### src/rtl/bram128_pkg.sv
// Shared constants and FSM encoding for the 64x128-bit block RAM read streamer.
package bram128_pkg;

   localparam int BRAM_DW    = 128;
   localparam int BRAM_WL    = 64;
   localparam int BRAM_AW    = 13;
   localparam int WORD_SHIFT = 2;

   localparam logic [0:0] ST_IDLE = 1'b0;
   localparam logic [0:0] ST_RUN  = 1'b1;

   typedef enum logic [0:0] {
      IDLE = ST_IDLE,
      RUN  = ST_RUN
   } state_e;

endpackage

### src/rtl/bram128_rd_stream_fifo.sv
// Small synchronous FIFO with a registered occupancy count; head is visible
// combinationally so it can drive the output stream directly.
module stream_fifo #(
   parameter  int DW = 128,
   parameter  int FD = 4,
   localparam int CW = $clog2(FD + 1),
   localparam int PW = (FD > 1) ? $clog2(FD) : 1
) (
   input  logic          clk,
   input  logic          rst_n,
   input  logic          push,
   input  logic [DW-1:0] push_data,
   input  logic          pop,
   output logic [DW-1:0] head,
   output logic [CW-1:0] count,
   output logic          empty,
   output logic          full
);

   logic [DW-1:0] mem [FD];
   logic [PW-1:0] wr_ptr;
   logic [PW-1:0] rd_ptr;
   logic          push_ok;
   logic          pop_ok;

   function automatic logic [PW-1:0] bump(input logic [PW-1:0] p);
      return (p == PW'(FD - 1)) ? '0 : p + 1'b1;
   endfunction

   assign empty   = (count == '0);
   assign full    = (count == CW'(FD));
   assign push_ok = push & ~full;
   assign pop_ok  = pop & ~empty;
   assign head    = mem[rd_ptr];

   always_ff @(posedge clk or negedge rst_n) begin
      if (!rst_n) begin
         wr_ptr <= '0;
         rd_ptr <= '0;
         count  <= '0;
      end else begin
         if (push_ok) wr_ptr <= bump(wr_ptr);
         if (pop_ok)  rd_ptr <= bump(rd_ptr);
         case ({push_ok, pop_ok})
            2'b10:   count <= count + 1'b1;
            2'b01:   count <= count - 1'b1;
            default: count <= count;
         endcase
      end
   end

   // Storage needs no reset: nothing is visible until count says so.
   always_ff @(posedge clk) begin
      if (push_ok) mem[wr_ptr] <= push_data;
   end

endmodule

### src/rtl/bram128_rd_stream.sv
// Streams len consecutive RAM words starting at base out as a valid/ready
// stream, absorbing the RAM's one-cycle read latency in a small FIFO.
module bram128_rd_stream
   import bram128_pkg::*;
#(
   parameter  int DW = BRAM_DW,
   parameter  int WL = BRAM_WL,
   parameter  int AW = BRAM_AW,
   parameter  int FD = 4,
   localparam int IW = $clog2(WL),
   localparam int LW = IW + 1,
   localparam int CW = $clog2(FD + 1)
) (
   input  logic          CLK,
   input  logic          RST_N,
   input  logic          start,
   input  logic [IW-1:0] base,
   input  logic [LW-1:0] len,
   output logic          busy,
   output logic          done,
   output logic          bram_EN,
   output logic [3:0]    bram_WE,
   output logic [AW-1:0] bram_A,
   input  logic [DW-1:0] bram_Do,
   output logic          m_tvalid,
   input  logic          m_tready,
   output logic [DW-1:0] m_tdata,
   output logic          m_tlast,
   output state_e        dbg_state
);

   // Stream handshake: a beat moves on a cycle where m_tvalid & m_tready; while
   // m_tvalid is high and m_tready low, m_tdata and m_tlast stay unchanged.

   state_e        state;
   logic [IW-1:0] base_q;
   logic [LW-1:0] len_q;
   logic [LW-1:0] issued;
   logic [LW-1:0] beats;
   logic          iss_v;
   logic          cap_v;

   logic [DW-1:0] fifo_head;
   logic [CW-1:0] fifo_count;
   logic          fifo_empty;
   logic          fifo_full;
   logic          pop;
   logic [CW:0]   occ;
   logic          can_issue;
   logic [IW-1:0] next_idx;

   function automatic logic [AW-1:0] addr_of(input logic [IW-1:0] idx);
      return {{(AW - IW - WORD_SHIFT){1'b0}}, idx, {WORD_SHIFT{1'b0}}};
   endfunction

   assign busy      = (state == RUN);
   assign bram_EN   = busy;
   assign bram_WE   = 4'b0000;
   assign dbg_state = state;

   assign m_tvalid  = ~fifo_empty;
   assign m_tdata   = fifo_empty ? '0 : fifo_head;
   assign m_tlast   = m_tvalid & (beats == len_q - 1'b1);
   assign pop       = m_tvalid & m_tready;

   // Words already buffered plus reads issued but not yet captured; all registered,
   // so m_tready never reaches the address path combinationally.
   assign occ       = {1'b0, fifo_count} + {{CW{1'b0}}, cap_v} + {{CW{1'b0}}, iss_v};
   assign can_issue = busy && (issued < len_q) && (occ < (CW + 1)'(FD)) && !fifo_full;
   assign next_idx  = base_q + issued[IW-1:0];

   always_ff @(posedge CLK or negedge RST_N) begin
      if (!RST_N) begin
         state  <= IDLE;
         base_q <= '0;
         len_q  <= '0;
         issued <= '0;
         beats  <= '0;
         iss_v  <= 1'b0;
         cap_v  <= 1'b0;
         done   <= 1'b0;
         bram_A <= '0;
      end else begin
         done  <= 1'b0;
         cap_v <= iss_v;
         iss_v <= 1'b0;
         case (state)
            IDLE: begin
               if (start) begin
                  if (len == '0) begin
                     done <= 1'b1;
                  end else begin
                     state  <= RUN;
                     base_q <= base;
                     len_q  <= len;
                     bram_A <= addr_of(base);
                     iss_v  <= 1'b1;
                     issued <= LW'(1);
                     beats  <= '0;
                  end
               end
            end
            RUN: begin
               if (can_issue) begin
                  bram_A <= addr_of(next_idx);
                  iss_v  <= 1'b1;
                  issued <= issued + 1'b1;
               end
               if (pop) beats <= beats + 1'b1;
               if (pop && m_tlast) begin
                  state  <= IDLE;
                  done   <= 1'b1;
                  issued <= '0;
                  beats  <= '0;
                  cap_v  <= 1'b0;
               end
            end
            default: state <= IDLE;
         endcase
      end
   end

   // bram_Do is only meaningful the cycle after an issue, so capture follows iss_v.
   stream_fifo #(
      .DW (DW),
      .FD (FD)
   ) u_fifo (
      .clk       (CLK),
      .rst_n     (RST_N),
      .push      (cap_v),
      .push_data (bram_Do),
      .pop       (pop),
      .head      (fifo_head),
      .count     (fifo_count),
      .empty     (fifo_empty),
      .full      (fifo_full)
   );

endmodule

### config.mk
export PLATFORM = sky130hd
export DESIGN_NAME = bram128_rd_stream
export DESIGN_NICKNAME = d
export VERILOG_FILES = /design/src/rtl/bram128_pkg.sv /design/src/rtl/bram128_rd_stream_fifo.sv /design/src/rtl/bram128_rd_stream.sv
export SDC_FILE = /design/constraint.sdc
export NUM_CORES = 1
export LEC_CHECK = 0
export ABC_CLOCK_PERIOD_IN_PS = 5500
export CAP_MARGIN = 25
export CORE_MARGIN = 8
export CORE_UTILIZATION = 55
export CTS_BUF_LIST = sky130_fd_sc_hd__clkbuf_4 sky130_fd_sc_hd__clkbuf_8
export CTS_CLUSTER_DIAMETER = 30
export DETAILED_ROUTE_END_ITERATION = 8
export PLACE_DENSITY_LB_ADDON = 0.25
export SYNTH_ARGS = -nofsm -noshare
export SYNTH_HDL_FRONTEND = slang
export SYNTH_SLANG_ARGS = --single-unit
export TNS_END_PERCENT = 10
### constraint.sdc
create_clock -name CLK -period 5.5 [get_ports CLK]
set_input_delay 1.1 -clock CLK [delete_from_list [all_inputs] [get_ports CLK]]
set_output_delay 1.1 -clock CLK [all_outputs]
set_load 0.1 [all_outputs]
==> impl_metrics.csv <==
group,metric,value,unit
global_route,grt_max_degree,80,
detailed_routing,drc,0,
detailed_routing,wl_per_cell,22.12,microns
timing,fin_setup_tns,0,ps
synthesis,synth_top_area_frac,0.6942,
setup_path,path_max_fanout,34,
synthesis,synth_area_per_cell,19.83,sq um
global_route,grt_antenna_before_repair,9,
floorplanning,initial_utilization,0.5574,
clocking,holdBufCountCts,0,
global_route,grt.overflow.total,0,
timing,drv_slew,0,
finish,final_common_cell,"edfxtp_1",
clocking,cts_root_buffer,"clkbuf_8",
floorplanning,die_area,46940,sq um
timing,rsz0062_at_grt,"no",
global_route,grt_usage,0.1989,
timing,fin_crit_sh,0.8828,
synthesis,synth.area.top_cells,"edfxtp_1 (69%), mux4_2 (13%), dfrtp_1 (5.0%), and2_1 (3.7%), ha_1 (1.2%)",
clocking,path_clk_slew,60,ps
clocking,clk_path_buf_depth,3,
finish,final_layout_size_suffix_gt1_frac,0.2338,
outcome,status,"finished clean",
finish,fill_cells,2556,
timing,clock.fmax,206.0,MHz
floorplanning,die_w,216.7,microns
hold_path,hold_class,"input port to async pin",
synthesis,synth.largest_area_cell,"edfxtp_1",
detailed_routing,routed-via-count,11430,
clocking,h-tree-depth,3,
finish,final_cells,2099,
timing,setup_viol,0,
timing,skew,22.29,ps
detailed_routing,viasPerCell,5.443,
synthesis,ys_warn_count,0,
finish,fin_nets,1648,
clocking,clock_sinks,556,
floorplanning,ios,296,
floorplanning,die_h,216.7,microns
synthesis,synth_flop_cell,"edfxtp_1",
setup_path,worstSetupEndpointType,"primary output",
placed_design,dp.cells,1894,
floorplanning,coreArea,39730,sq um
timing,slew_headroom,0.2697,
timing,finalHoldViolCount,0,
finish,layout_common_cells,"edfxtp_1 (512), clkdlybuf4s50_1 (283), mux4_2 (128), and2_1 (128), clkbuf_8 (108)",
setup_path,path_class,"register to primary output",
global_route,grt_pass1_vias,12440,
synthesis,synth_seq_area_share,0.7440,
timing,fin_hold_ws,345.4,ps
synthesis,ys_ff_latch,556,
synthesis,synthDistinctLibCells,58,
detailed_routing,drt_iter0_markers,636,
placed_design,globalplace.congestion,0.7577,
finish,area_growth,26.83,%
clocking,clk_latency,670,ps
setup_path,crit_arrival,3760,ps
detailed_routing,finalWirelength,46430,microns
placed_design,dpl.hpwl,28260,microns
clocking,cts_resized,0,
clocking,cts_setup_buffers,0,
global_route,grt_pass1_wl,71980,microns
synthesis,synthArstFlopShare,0.07914,
detailed_routing,first_pass_iters,5,
clocking,tritoncts,"done",
synthesis,synthesis.area,22150,sq um
setup_path,cp-start-kind,"register",
clocking,numCtsBuffers,108,
detailed_routing,ant_nets,0,
timing,period_minus_slack,4855,ps
synthesis,synth_edf_count,512,
setup_path,required,4400,ps
run,cap_viol_max_count,0,
timing,worst_slew_pin_slew,1092,ps
synthesis,syn_inst,1117,
floorplanning,floorplan.rows,73,
placed_design,portBuffers,284,
## stage by stage
stage          area (sq um)  worst slack, ps    util
2_1_floorplan         22180             1180       -
3_3_place_gp          25600             1275  0.6443
3_5_place_dp          25710             1281  0.6470
4_1_cts               28060            502.4  0.7062
5_1_grt               28080            415.8  0.7068
6_report              28090            644.6  0.7069
## cell usage after synthesis, drive strengths merged (6+ instances only)
master  number
ha          21
mux4       128
o21ai       26
edfxtp     512
nor3         7
clkbuf      27
and2       132
a21oi       11
nand3        6
nor2        13
mux2i        7
inv         23
buf         37
dfrtp       44
xnor2       12
nand2       39
## routing by layer
| layer | track usage | vias to the layer above | share of wire |
|---|---|---|---|
| met2 | 0.3186 | 334 | 0.49 |
| met4 | 0.07033 | 10 | 0.022 |
| li1 | - | 5157 | - |
| met5 | 0 | - | 0.0015 |
| met3 | 0.06518 | 85 | 0.070 |
| met1 | 0.2543 | 5839 | 0.41 |
## flip-flops by register name, summed over array words and instances (netlist names)
register / count
base_q: 6
cap_v: 1
bram_EN: 1
u_fifo.count: 3
iss_v: 1
beats: 7
done: 1
u_fifo.rd_ptr: 2
issued: 7
u_fifo.wr_ptr: 2
bram_A: 6
len_q: 7
u_fifo.mem: 512
## worst paths after layout
kind | slack [ps] | cells past startpoint | to | startpoint
worst max register to register | 2470 | 10 | u_fifo.count[2]$_DFFE_PN0P_ | u_fifo.count[2]$_DFFE_PN0P_
max in group asynchronous | 4640 | 2 | u_fifo.rd_ptr[1]$_DFFE_PN0P_ | RST_N
worst max-delay path | 640 | 4 | m_tdata[116] | u_fifo.rd_ptr[0]$_DFFE_PN0P_
worst min-delay path | 350 | 1 | u_fifo.count[2]$_DFFE_PN0P_ | RST_N
worst min register to register | 490 | 2 | bram_A[4]$_DFFE_PN0P_ | bram_A[4]$_DFFE_PN0P_
min in group CLK | 490 | 2 | bram_A[4]$_DFFE_PN0P_ | bram_A[4]$_DFFE_PN0P_
## worst max-delay path: stages, from the launching register on
cell             delay, ps
dfrtp_4                910
buf_4                  420
mux4_2                 560
and2_1                 190
clkdlybuf4s50_1        970
## cell families (layout without fill, tap and decap cells)
logic type,count (synthesis),after routing,share of synthesized area
buffers and inverters,87,530,0.01859
DFF,556,556,0.7440
xor gates and xnor gates,17,17,0.006723
AOI/OAI and AO/OA,63,63,0.01961
muxes,140,140,0.1359
adders and majority gates,23,23,0.01367
and+or+nand+nor,230,230,0.06141
other,1,15,0.0001693
## area by class of cell
class / count / area, sq um / share of cell area
Sequential cell: 556 / 16480 / 0.5868
Multi-Input combinational cell: 484 / 5311 / 0.1891
Timing Repair Buffer: 307 / 3191 / 0.1136
Clock buffer: 132 / 1667 / 0.05933
Clock inverter: 68 / 683.2 / 0.02432
Tap cell: 525 / 656.9 / 0.02339
Inverter: 23 / 86.33 / 0.003074
Antenna cell: 4 / 10.01 / 0.0003564
Power is not shown: default switching activity piles up to over one toggle a cycle in this logic, so the estimate is an artifact.
